--- config.mk ---
export PLATFORM = sky130hd
export DESIGN_NAME = microseq_ctrl
export DESIGN_NICKNAME = d
export VERILOG_FILES = /design/src/rtl/microseq_ctrl.sv
export SDC_FILE = /design/constraint.sdc
export NUM_CORES = 1
export LEC_CHECK = 0
export ABC_CLOCK_PERIOD_IN_PS = 2600
export CORE_MARGIN = 2
export CORE_UTILIZATION = 45
export CTS_BUF_LIST = sky130_fd_sc_hd__clkbuf_8
export DETAILED_ROUTE_END_ITERATION = 16
export GPL_TIMING_DRIVEN = 0
export PLACE_DENSITY = 0.79
export SETUP_SLACK_MARGIN = 0.2
export SLEW_MARGIN = 15
export SYNTH_ARGS = -nofsm -noshare
export SYNTH_HDL_FRONTEND = slang
export SYNTH_SLANG_ARGS = --single-unit
--- constraint.sdc ---
create_clock -name clk -period 2.6 [get_ports clk]
set_clock_uncertainty 0.05 [all_clocks]
set_input_delay 0.39 -clock clk [delete_from_list [all_inputs] [get_ports clk]]
set_output_delay 0.39 -clock clk [all_outputs]
set_load 0.02 [all_outputs]
--- src/rtl/microseq_ctrl.sv ---
// Microprogram sequencer: owns the micro-PC that addresses the control-store ROM.
// Optional single-step control is enabled by defining MICROSEQ_SINGLE_STEP_EN.
module microseq_ctrl #(
  parameter int UPC_W      = 16,
  parameter int JMP_W      = 7,
  parameter int UCODE_LAST = 74,
  parameter int FETCH_ADDR = 0
) (
  input  logic             clk,
  input  logic             reset,
  input  logic             start,
  input  logic             stall,
  input  logic             z_flag,
  input  logic [JMP_W-1:0] opcode,
  input  logic             bt,
  input  logic [1:0]       condition,
  input  logic [JMP_W-1:0] jump_addr,
`ifdef MICROSEQ_SINGLE_STEP_EN
  input  logic             step,
`endif
  output logic [UPC_W-1:0] reg_out,
  output logic             ops_valid,
  output logic             busy,
  output logic             halted,
  output logic             fault
);

  typedef enum logic [1:0] {
    ST_IDLE = 2'd0,
    ST_RUN  = 2'd1,
    ST_HALT = 2'd2
  } state_t;

  localparam logic [UPC_W-1:0] FETCH_UPC = UPC_W'(FETCH_ADDR);
  localparam logic [UPC_W-1:0] LAST_UPC  = UPC_W'(UCODE_LAST);

  state_t           state_reg, state_next;
  logic [UPC_W-1:0] upc_reg, upc_next;
  logic             fault_reg, fault_next;
  logic             step_en;
  logic             advance;
  logic             halt_req;
  logic [UPC_W-1:0] target;
  logic [UPC_W-1:0] upc_inc;

`ifdef MICROSEQ_SINGLE_STEP_EN
  assign step_en = step;
`else
  assign step_en = 1'b1;
`endif

  assign advance = step_en & ~stall;
  assign upc_inc = upc_reg + UPC_W'(1);

  // Target selection: dispatch overrides the condition field entirely.
  always_comb begin
    target   = upc_reg;
    halt_req = 1'b0;
    if (bt) begin
      target = UPC_W'(opcode);
    end else begin
      case (condition)
        2'b00:   target = UPC_W'(jump_addr);
        2'b01:   target = z_flag ? UPC_W'(jump_addr) : upc_inc;
        2'b10:   target = z_flag ? upc_inc : UPC_W'(jump_addr);
        default: halt_req = 1'b1;
      endcase
    end
  end

  always_comb begin
    state_next = state_reg;
    upc_next   = upc_reg;
    fault_next = fault_reg;
    case (state_reg)
      ST_IDLE: begin
        if (start) begin
          state_next = ST_RUN;
          upc_next   = FETCH_UPC;
        end
      end
      ST_RUN: begin
        if (advance) begin
          if (halt_req) begin
            state_next = ST_HALT;
          end else if (target > LAST_UPC) begin
            // Illegal target: freeze the micro-PC where the fault was seen.
            state_next = ST_HALT;
            fault_next = 1'b1;
          end else begin
            upc_next = target;
          end
        end
      end
      ST_HALT: begin
        state_next = ST_HALT;
      end
      default: begin
        state_next = ST_IDLE;
        upc_next   = FETCH_UPC;
      end
    endcase
  end

  always_ff @(posedge clk) begin
    if (reset) begin
      state_reg <= ST_IDLE;
      upc_reg   <= FETCH_UPC;
      fault_reg <= 1'b0;
    end else begin
      state_reg <= state_next;
      upc_reg   <= upc_next;
      fault_reg <= fault_next;
    end
  end

  assign reg_out   = upc_reg;
  assign busy      = (state_reg == ST_RUN);
  assign halted    = (state_reg == ST_HALT);
  assign fault     = fault_reg;
  assign ops_valid = busy & advance;

endmodule

# Yosys cells after proc, flatten, opt, wreduce, memory -nomap -nowiden
# Index checks and enable logic that the tools add are counted.
[totals] regBits=19 wordCells=40
[op_classes] bitwise=4 n_eq_ne=9 order_cmp=1 muxes=16 reduce_logical=6 addsub=1
[op_table] operator="$mux 16" n=7
[op_table] operator="$pmux 16 s3" n=2
[op_table] operator="$add 16x1->16 const B" n=1
[op_table] operator="$gt 16x7->1 const B" n=1
[op_table] operator="$mux 2" n=4
[op_table] operator="$ne 2x2->1 const B" n=4
[op_table] operator="$pmux 2 s3" n=1
[op_table] operator="$reduce_and 5->1" n=1
[op_table] operator="$eq 2x1->1 const B" n=2
[op_table] operator="$eq 2x2->1 const B" n=2
[op_table] operator="$logic_not 2->1" n=2
[op_table] operator="$reduce_and 4->1" n=1
[op_table] operator="$ne 3x1->1 const B" n=1
[op_table] operator="$not 1->1" n=3
[op_table] operator="$reduce_and 3->1" n=1
[op_table] operator="$reduce_or 3->1" n=1
[op_table] operator="$mux 1" n=2
[op_table] operator="$and 1x1->1" n=1

# Logic depth before layout (Yosys ltp)
# Gate-level depths: netlist (run 1).
[depth] ltp_word=9 ltp_mapped=11 mapped_depth_nobuf=9

# Worst setup path after synthesis (run 1)
# Ideal clock, no wire load.
[synth_path] path_type="register to register" startpoint="reg upc_reg[0], in the netlist reg_out[0]" endpoint="reg upc_reg[6], in the netlist reg_out[6]" setup_slack_ps=-437 period_less_slack_ps=3037 required_ps=2433 setup_ps=117 arrival_time_ps=2871 path_buffers=1 path_stages_with_launch=11 cell_sequence="dfxtp_1 -> ha_1 -> nand3_1 -> or3_1 -> a221o_1 -> a2111oi_4 -> nand3_2 -> a211oi_2 -> o31ai_2 -> buf_6 -> a22o_1"
[synth_between] elab_chain_cells=8 word_cells_on_any_way=12 classes_between="1 x add/sub; 1 x order compare; 1 x eq/ne; 8 x mux; 1 x reduce/logical"
[synth_lines] item="from (decl)" line="38" source="logic [UPC_W-1:0] upc_reg, upc_next;"
[synth_lines] item="from (signal assigned)" line="112" source="upc_reg <= upc_next;"
[synth_lines] item="$add 16x1->16" line="53" source="assign upc_inc = upc_reg + UPC_W'(1);"
[synth_lines] item="$mux 16, on equally long branches" line="65, 64"
[synth_lines] item="$pmux 16 s3 (*)" line="62" source="case (condition)"
[synth_lines] item="$mux 16 (*)" line="59" source="if (bt) begin"
[synth_lines] item="parallel branches: the longest is 4 deep, another holds $gt 16x7->1"
# Mark *: on every way between the ends. The select of a mux whose other input is x is not followed.
# A chain may end at the register's enable or synchronous reset.

# Worst setup path in the final report (run 1)
[layout_path] startpoint="reg upc_reg[2], in the netlist reg_out[2]" endpoint="reg upc_reg[2], in the netlist reg_out[2]"
# Same word-level chain as after synthesis.

==> results.ini, run 1 <==
[run_status]
status=finished, violations left
failed_checks=setup timing

[setup_path]
rr_endpoint=reg_out[2]
start_kind=flip-flop
cp_data_arrival_time_ns=2.89
r2r_cells=10
reg2reg_slack_ns=-0.18
cp_data_required_time_ns=2.70
end_kind=flip-flop
path_max_fanout=6
r2r_start=reg_out[2]
worst-setup-path-type=reg2reg

[yosys]
synth_area_um2=1490
async_flop_share_pct=0
synth_area_leaders=dfxtp_1, and2_1, ha_1
synth_edf_count=0
netlist_instances=177
synth_top_area_share_pct=25.6
synth_fp_nets=204
synth-seq-cells=19
yosys_warnings=0
yosysTopAreaCell=dfxtp_1
yosysUniqueCellTypes=61
syn_avg_cell_area_um2=8.40
synthFlopType=dfxtp_1
synth_seq_area_share_pct=25.6

[cells_and_area]
antenna_cells=0
largest_register_ffs=16
finalNonFillerCells=300
fin_util_pct=80.4
final_nets=284
drive_gt1_share_pct=37.1
nFillCells=209
area_delta_synth_final_pct=67.7
final_area_um2=2490

[placement]
pre_cts_ws_ns=-0.988
numPortBuffers=39
hpwlAfterDp_um=3210
dp.cells=260
place_area_um2=2010
gp_congestion=0.894

[floorplanning]
pin_count=42
die_x_um=61.5
die_height_um=61.5
placementRows=20
core-area_um2=3100
start_util_pct=47.9
die_area_um2=3780

[drt]
drc=0
drt_first_pass_iters=4
vias=1836
drt_iter0_drc=182
avgViaCountPerCell=6.12
ant_nets=0
wl_per_cell_um=18.9
totalWireLength_um=5680

[sta]
setup_viol=18
post-route-period-util_pct=107
fmax_mhz=359
fin_ws_ns=-0.184
tightest_slew_ns=0.531
maxSlewViolCount=0
period_minus_slack_ns=2.78
rsz0062_at_grt=true
maxSlewHeadroom_pct=63.9
finalHoldViolCount=0

[pwr]
power_density_nw_per_um2=436
leakage_nw=0.972
vdd_drop_max_v=0.000434

[cts]
clkTransAtPathRegs_ns=0.07
cts_tree=yes
holdBufCountCts=0
htree_levels=1
clock-sinks=19
numCtsBuffers=3
root_buffer=clkbuf_8
clk_path_buf_depth=2
worstSkewPairLatency_ns=0.26

[global_route]
grt.overflow.total=0
grt_util_all_layers_pct=28.4
grt_pass1_wl_um=7910
antenna_found_initial=0
grt_pass1_vias=1672
grt_max_degree=11

[min_path]
min_path_type=reg2reg
min_from=fault
worstHoldPathCells=1
min_to=fault

[run]
maxCapViolCount=0

## through the flow
step | TNS, ns | hold WS, ns | power [mW]
2_1_floorplan | -1.11 | 0.415 | 0.602
3_3_place_gp | -15.84 | 0.420 | 0.720
3_5_place_dp | -16.49 | 0.426 | 0.738
4_1_cts | -1.79 | 0.452 | 1.04
5_1_grt | -4.52 | 0.479 | 1.14
6_report | -2.73 | 0.455 | 1.09
## cell usage after synthesis, types with 4 or more instances
cell type,number
nor3_1,6
clkbuf_1,6
nor2_1,6
a21oi_1,12
ha_1,5
dfxtp_1,19
nand2_1,9
inv_1,8
a22o_1,7
and2_1,13
nand2b_1,7
nor4_1,4
a211oi_1,4
## cell usage in the layout, fill, tap and decap left out, drive strengths merged, types with 3 or more instances in the layout
master	count
a221o	3
dfxtp	19
ha	5
a21oi	12
nand3	5
buf	45
mux2i	3
inv	9
a211oi	5
clkdlybuf4s50	37
a22o	7
and2	13
clkbuf	6
nand2b	7
o21ai	3
o31ai	4
nor3	6
nand2	9
or3	3
nor2	6
nor4	4
## logic make-up after synthesis
group	synth area share, %
fa+ha+maj	4.21
mux	2.78
flops	25.6
buf+inv	5.72
simple gates	26.9
compound gates	32.5
xor+xnor	2.36
## final cells by class
type / instances / area (um^2) / area share [%]
multi-input combinational: 140 / 1180 / 47.5
timing repair buffer: 74 / 663 / 26.6
sequential: 19 / 414 / 16.6
buffer: 11 / 103 / 4.11
tap: 44 / 55.1 / 2.21
clock buffer: 3 / 41.3 / 1.65
inverter: 8 / 30.0 / 1.20
clock inverter: 1 / 3.75 / 0.150
## metal layers
metal | vias to the layer above | GRT usage [%] | share of wire, %
met4 | 0 | 10.9 | 3.6
met1 | 871 | 35.2 | 38
li1 | 843 | - | -
met5 | - | 0 | 0
met3 | 21 | 4.41 | 6.9
met2 | 101 | 49.2 | 51
## worst max-delay path by stage
stage / startpoint / endpoint / slack (ns) / depth (start not counted)
floorplan: z_flag / reg_out[6] / -0.14 / 11
global placement: condition[1] / reg_out[6] / -0.95 / 11
detailed placement: condition[1] / reg_out[6] / -0.99 / 11
CTS: reg_out[2] / reg_out[2] / -0.14 / 10
global route: reg_out[3] / reg_out[3] / -0.29 / 10
finish: reg_out[2] / reg_out[2] / -0.18 / 10
## timing repair
| item | 4_1_cts | 5_1_grt |
|---|---|---|
| gates resized for setup | 34 | 20 |
| endpoints found under the setup margin | 19 | 19 |
| endpoints found under the hold margin | 0 | 0 |
| cloned | 1 | 1 |
| buffers inserted | 26 | 8 |
| pin swaps | 23 | 7 |
## worst max-delay path, cell delays in order (launching register included)
cell and delay (ns):
dfxtp_4 0.35, buf_6 0.10, nand4_4 0.09, or4_4 0.55
a221o_1 0.37, a2111oi_4 0.25, nand3_2 0.16, a211oi_4 0.24
o31ai_4 0.14, buf_12 0.16, a22o_1 0.20
## power by group
group / leakage, nW / total, mW / internal (mW) / switching [mW]
clock network: 0.0269 / 0.210 / 0.105 / 0.105
logic: 0.784 / 0.548 / 0.277 / 0.270
registers: 0.162 / 0.330 / 0.308 / 0.0220
Power figures use the tool's default switching activity.
==> run 2, diff against run 1 <==
--- a/config.mk
+++ b/config.mk
@@ -7,2 +7,3 @@
 export LEC_CHECK = 0
+export ABC_AREA = 0
 export ABC_CLOCK_PERIOD_IN_PS = 2600
==> constraint.sdc (replaced) <==
create_clock -name clk -period 2.6 [get_ports clk]
set_clock_uncertainty 0.05 [all_clocks]
set_input_delay 0.52 -clock clk [delete_from_list [all_inputs] [get_ports clk]]
set_output_delay 0.52 -clock clk [all_outputs]
set_load 0.02 [all_outputs]
==> results.ini, run 2 (synthesized netlist as in run 1, its figures left out) <==
[run_status]
status=finished, violations left
failed_checks=setup timing

[cells_and_area]
nFillCells=227  ; +8.6%
largest_register_ffs=16  ; unchanged
multi_input_area_um2=1210  ; +1.8%
area_delta_synth_final_pct=63.3
drive_gt1_share_pct=34.9  ; -2.3 points
ff_latch_area_um2=419  ; +1.2%
layout_commonest_cell=clkdlybuf4s50_1
fin_util_pct=78.3  ; -2.1 points
final_nets=269  ; -5.3%
final_area_um2=2430  ; -2.6%
layout_common_cells=clkdlybuf4s50_1, buf_4, dfxtp_4
antenna_cells=0  ; unchanged

[sta]
fmax_mhz=357  ; -0.54%
fin_ws_ns=-0.199  ; -0.0150 ns
maxSlewViolCount=0  ; unchanged
post-route-period-util_pct=108  ; +0.58 points
setup_viol=16  ; -2
period_minus_slack_ns=2.80  ; +0.0150 ns
maxSlewHeadroom_pct=73.7  ; +9.7 points
finalHoldViolCount=0  ; unchanged
tightest_slew_ns=0.395  ; -0.136 ns
rsz0062_at_grt=true

[placement]
hpwlAfterDp_um=3160  ; -1.7%
numPortBuffers=39  ; unchanged
place_area_um2=2000  ; -0.25%
gp_congestion=0.876  ; -2.0%
pre_cts_ws_ns=-1.07  ; -0.0779 ns

[cts]
numCtsBuffers=3  ; unchanged
holdBufCountCts=0  ; unchanged
cts_tree=yes
root_buffer=clkbuf_8
worstSkewPairLatency_ns=0.25  ; about the same
clkTransAtPathRegs_ns=0.07  ; about the same
clock-sinks=19  ; unchanged
clk_path_buf_depth=2  ; unchanged
htree_levels=1  ; unchanged

[pwr]
leakage_nw=0.933  ; -4.1%
power_density_nw_per_um2=427  ; -2.0%
vdd_drop_max_v=0.000318  ; -27%
finalPower_mw=1.04  ; -4.6%

[floorplanning]
placementRows=20  ; unchanged
start_util_pct=47.9  ; unchanged
die_area_um2=3780  ; unchanged
die_x_um=61.5  ; unchanged
die_height_um=61.5  ; unchanged
core-area_um2=3100  ; unchanged
pin_count=42  ; unchanged

[run]
maxCapViolCount=0  ; unchanged

[global_route]
antenna_found_initial=0  ; unchanged
grt_pass1_vias=1558  ; -6.8%
grt.overflow.total=0  ; unchanged
grt_pass1_wl_um=6990  ; -12%
grt_max_degree=11  ; unchanged
grt_util_all_layers_pct=25.0  ; -3.4 points

[setup_path]
end_kind=flip-flop
crit_chain=clkdlybuf4s50_1 > a21oi_1 > o21ai_0 > a211o_1 > a221o_1 > a211oi_2 > o31ai_4 > buf_4 > a22o_1
cp_data_required_time_ns=2.70  ; about the same
cp.depth=9  ; -1
start_kind=input pin
path_max_fanout=6  ; unchanged
path_delay_family=compound AO/OA/AOI/OAI gates
r2r_cells=9  ; -1
worst-setup-path-type=in2reg
cp_data_arrival_time_ns=2.90  ; about the same
critPathMaxStageDelay_ns=0.46  ; -0.09 ns
cp_num_buf_inv=2  ; unchanged
slowest_stage=clkdlybuf4s50_1

[drt]
totalWireLength_um=4900  ; -14%
avgViaCountPerCell=5.99  ; -2.1%
ant_nets=0  ; unchanged
drc=0  ; unchanged
drt_iter0_drc=143  ; -21%
drt_first_pass_iters=4  ; unchanged
vias=1707  ; -7.0%
wl_per_cell_um=17.2  ; -9.2%

[min_path]
worstHoldPathCells=1  ; unchanged
min_path_type=reg2reg

-- run 2: area by class of cell --
| cell class | instances | area share [%] |
|---|---|---|
| Buffer | 11 | 4.53 |
| Clock buffer | 3 | 1.70 |
| Clock inverter | 1 | 0.154 |
| Inverter | 8 | 1.24 |
| Multi-Input combinational cell | 139 | 49.6 |
| Sequential cell | 19 | 17.3 |
| Tap cell | 44 | 2.27 |
| Timing Repair Buffer | 60 | 23.2 |
-- run 2: final timing paths --
| check | start | to | slack, ns |
|---|---|---|---|
| max | jump_addr[4] | reg_out[2] | -0.20 |
| min | fault | fault | 0.44 |
| max reg2reg | reg_out[8] | reg_out[2] | -0.17 |
| min reg2reg | fault | fault | 0.44 |
-- run 2: what timing repair did --
item	in CTS	in global routing
hold endpoints to repair	0	0
setup endpoints to repair	19	19
setup buffers	9	11
cloned	1	0
resized for setup	33	39
pin swaps	17	8
-- run 2: routing by layer --
metal / GRT usage, % / share of wire [%]
met1: 31.4 / 41
met2: 43.2 / 52
met3: 2.52 / 5.9
met4: 10.6 / 1.7
met5: 0 / 0
-- run 2: power by group --
group	switching [mW]	internal [mW]	leakage (nW)	total (mW)
clock network	0.0982	0.105	0.0269	0.203
logic	0.255	0.250	0.744	0.505
registers	0.0237	0.306	0.162	0.329
total	0.377	0.661	0.933	1.04
-- run 2: metrics by stage --
step | setup TNS, ns | hold slack [ns] | std cells
6_report | -2.20 | 0.438 | 285
5_1_grt | -3.24 | 0.470 | 285
4_1_cts | -2.93 | 0.438 | 274
3_5_place_dp | -18.15 | 0.421 | 260
3_3_place_gp | -17.86 | 0.420 | 260
2_1_floorplan | -2.57 | 0.415 | 177
==> run 3, diff against run 2 <==
CAP_MARGIN = 20   (was not set)
CORE_MARGIN = not set   (was 2)
CORE_UTILIZATION = 59   (was 45)
DONT_BUFFER_PORTS = 1   (was not set)
PLACE_DENSITY = 0.78   (was 0.79)
==> results.ini, run 3 (synthesized netlist as in run 1, its figures left out) <==
[cts]
holdBufCountCts=0  ; unchanged
worstSkewPairLatency_ns=0.26  ; about the same
clkTransAtPathRegs_ns=0.08  ; about the same
cts_tree=yes
root_buffer=clkbuf_8
htree_levels=1  ; unchanged
clk_path_buf_depth=2  ; unchanged
numCtsBuffers=3  ; unchanged
clock-sinks=19  ; unchanged

[sta]
maxSlewHeadroom_pct=65.6  ; -8.1 points
setup_viol=18  ; +2
post-route-period-util_pct=109  ; +1.4 points
maxSlewViolCount=0  ; unchanged
fmax_mhz=353  ; -1.3%
finalHoldViolCount=0  ; unchanged
rsz0062_at_grt=true
tightest_slew_ns=0.513  ; +0.117 ns
period_minus_slack_ns=2.84  ; +0.0361 ns
fin_ws_ns=-0.235  ; -0.0361 ns

[drt]
ant_nets=0  ; unchanged
drc=0  ; unchanged
drt_first_pass_iters=4  ; unchanged
drt_iter0_drc=51  ; -64%
avgViaCountPerCell=7.01  ; +17%
totalWireLength_um=4390  ; -10%
wl_per_cell_um=19.8  ; +15%
vias=1557  ; -8.8%

[setup_path]
cp.depth=9  ; unchanged
rr_endpoint=reg_out[2]
reg2reg_slack_ns=-0.24  ; -0.07 ns
cp_num_buf_inv=1  ; -1
start_kind=flip-flop
cp_data_arrival_time_ns=2.94  ; +0.04 ns
slowest_stage=or4_4
path_delay_family=compound AO/OA/AOI/OAI gates
crit_chain=nand3_4 > or4_4 > a221o_1 > a2111oi_4 > nand3_2 > a211oi_4 > o31ai_4 > buf_12 > a22o_1
r2r_start=reg_out[4]
cp_data_required_time_ns=2.70  ; about the same
end_kind=flip-flop
path_max_fanout=7  ; +1
worst_setup_path_startpoint=reg_out[4]
critPathMaxStageDelay_ns=0.58  ; +0.12 ns
cp-endpoint=reg_out[2]
r2r_cells=9  ; unchanged
worst-setup-path-type=reg2reg

[global_route]
grt.overflow.total=0  ; unchanged
grt_pass1_vias=1494  ; -4.1%
grt_pass1_wl_um=6440  ; -7.9%
grt_util_all_layers_pct=32.4  ; +7.5 points
grt_max_degree=11  ; unchanged
antenna_found_initial=0  ; unchanged

[cells_and_area]
final_area_um2=1900  ; -22%
ff_latch_area_um2=424  ; +1.2%
largest_register_ffs=16  ; unchanged
layout_commonest_cell=dfxtp_4
nFillCells=153  ; -33%
layout_common_cells=dfxtp_4, a21oi_1, buf_4
antenna_cells=0  ; unchanged
final_nets=222  ; -17%
drive_gt1_share_pct=35.6  ; +0.71 points
multi_input_area_um2=1150  ; -4.8%
area_delta_synth_final_pct=27.7
finalNonFillerCells=222  ; -22%

[run]
maxCapViolCount=0  ; unchanged

[run_status]
failed_checks=setup timing
status=finished, violations left

[floorplanning]
start_util_pct=64.8  ; +17 points
core-area_um2=2300  ; -26%
die_x_um=52.2  ; -15%
placementRows=17  ; -15%
pin_count=42  ; unchanged
die_height_um=52.2  ; -15%
die_area_um2=2730  ; -28%

[placement]
dp.cells=205  ; -21%
numPortBuffers=0  ; -100%
pre_cts_ws_ns=-0.540  ; +0.526 ns
gp_congestion=0.885  ; +1.0%
place_area_um2=1590  ; -20%
hpwlAfterDp_um=2950  ; -6.7%

[pwr]
power_density_nw_per_um2=492  ; +15%
leakage_nw=0.720  ; -23%
vdd_drop_max_v=0.000592  ; +86%

[min_path]
min_path_type=in2reg

==> run 3: cell count changes in the layout (fill, tap and decap cells not counted), sizes merged <==
cell	previous run	this run
buf	29	19
clkdlybuf4s50	36	0
dlygate4sd2	1	0
==> run 3: layout make-up <==
class	instances	share of cell area [%]
clock buffer	3	2.17
tap	28	1.84
clock inverter	1	0.198
buffer	11	5.07
sequential	19	22.3
timing repair buffer	13	6.32
multi-input combinational	139	60.5
inverter	8	1.58
==> run 3: power breakdown <==
part	switching (mW)	internal, mW
clock network	0.0979	0.105
registers	0.0329	0.305
logic	0.220	0.174
total	0.351	0.584
==> run 3: timing repair <==
| item | in CTS | in global routing |
|---|---|---|
| setup endpoints to repair | 19 | 19 |
| buffers inserted | 5 | 7 |
| resized for setup | 24 | 19 |
| cloned | 1 | 0 |
| pin swaps | 14 | 8 |
==> run 3: routing by layer <==
metal  global-route usage [%]  vias to the layer above  part of all wire [%]
li1                         -                      714                     -
met4                     13.6                        0                   3.3
met5                        0                        -                     0
met1                     34.1                      740                    38
met2                     60.5                       86                    51
met3                     8.12                       17                   8.0
==> run 3: worst min-delay path by stage <==
stage / slack (ns) / end / cells after the start / start
after floorplan: 0.41 / state_reg[1] / 2 / state_reg[1]
after global placement: 0.43 / state_reg[1] / 2 / state_reg[1]
after detailed placement: 0.46 / state_reg[0] / 2 / state_reg[0]
after CTS: 0.39 / fault / 1 / reset
after global routing: 0.39 / fault / 1 / reset
final: 0.39 / fault / 1 / reset
==> run 3: through the flow <==
stage                     TNS (ns)  hold WS, ns  utilization [%]  total power, mW
after global routing         -4.96        0.388             82.7            0.972
after floorplan              -2.57        0.415                -            0.602
after detailed placement     -8.31        0.460             69.3            0.667
after global placement       -7.53        0.428             69.3            0.641
final                        -3.17        0.390             82.7            0.935
after CTS                    -1.86        0.388             77.4            0.878
==> run 3: worst reg2reg max path, delay by kind of cell (launching register included) <==
| family | cells | cell delay, ns |
|---|---|---|
| flops | 1 | 0.43 |
| compound gates | 5 | 1.24 |
| buf+inv | 1 | 0.15 |
| simple gates | 3 | 0.86 |
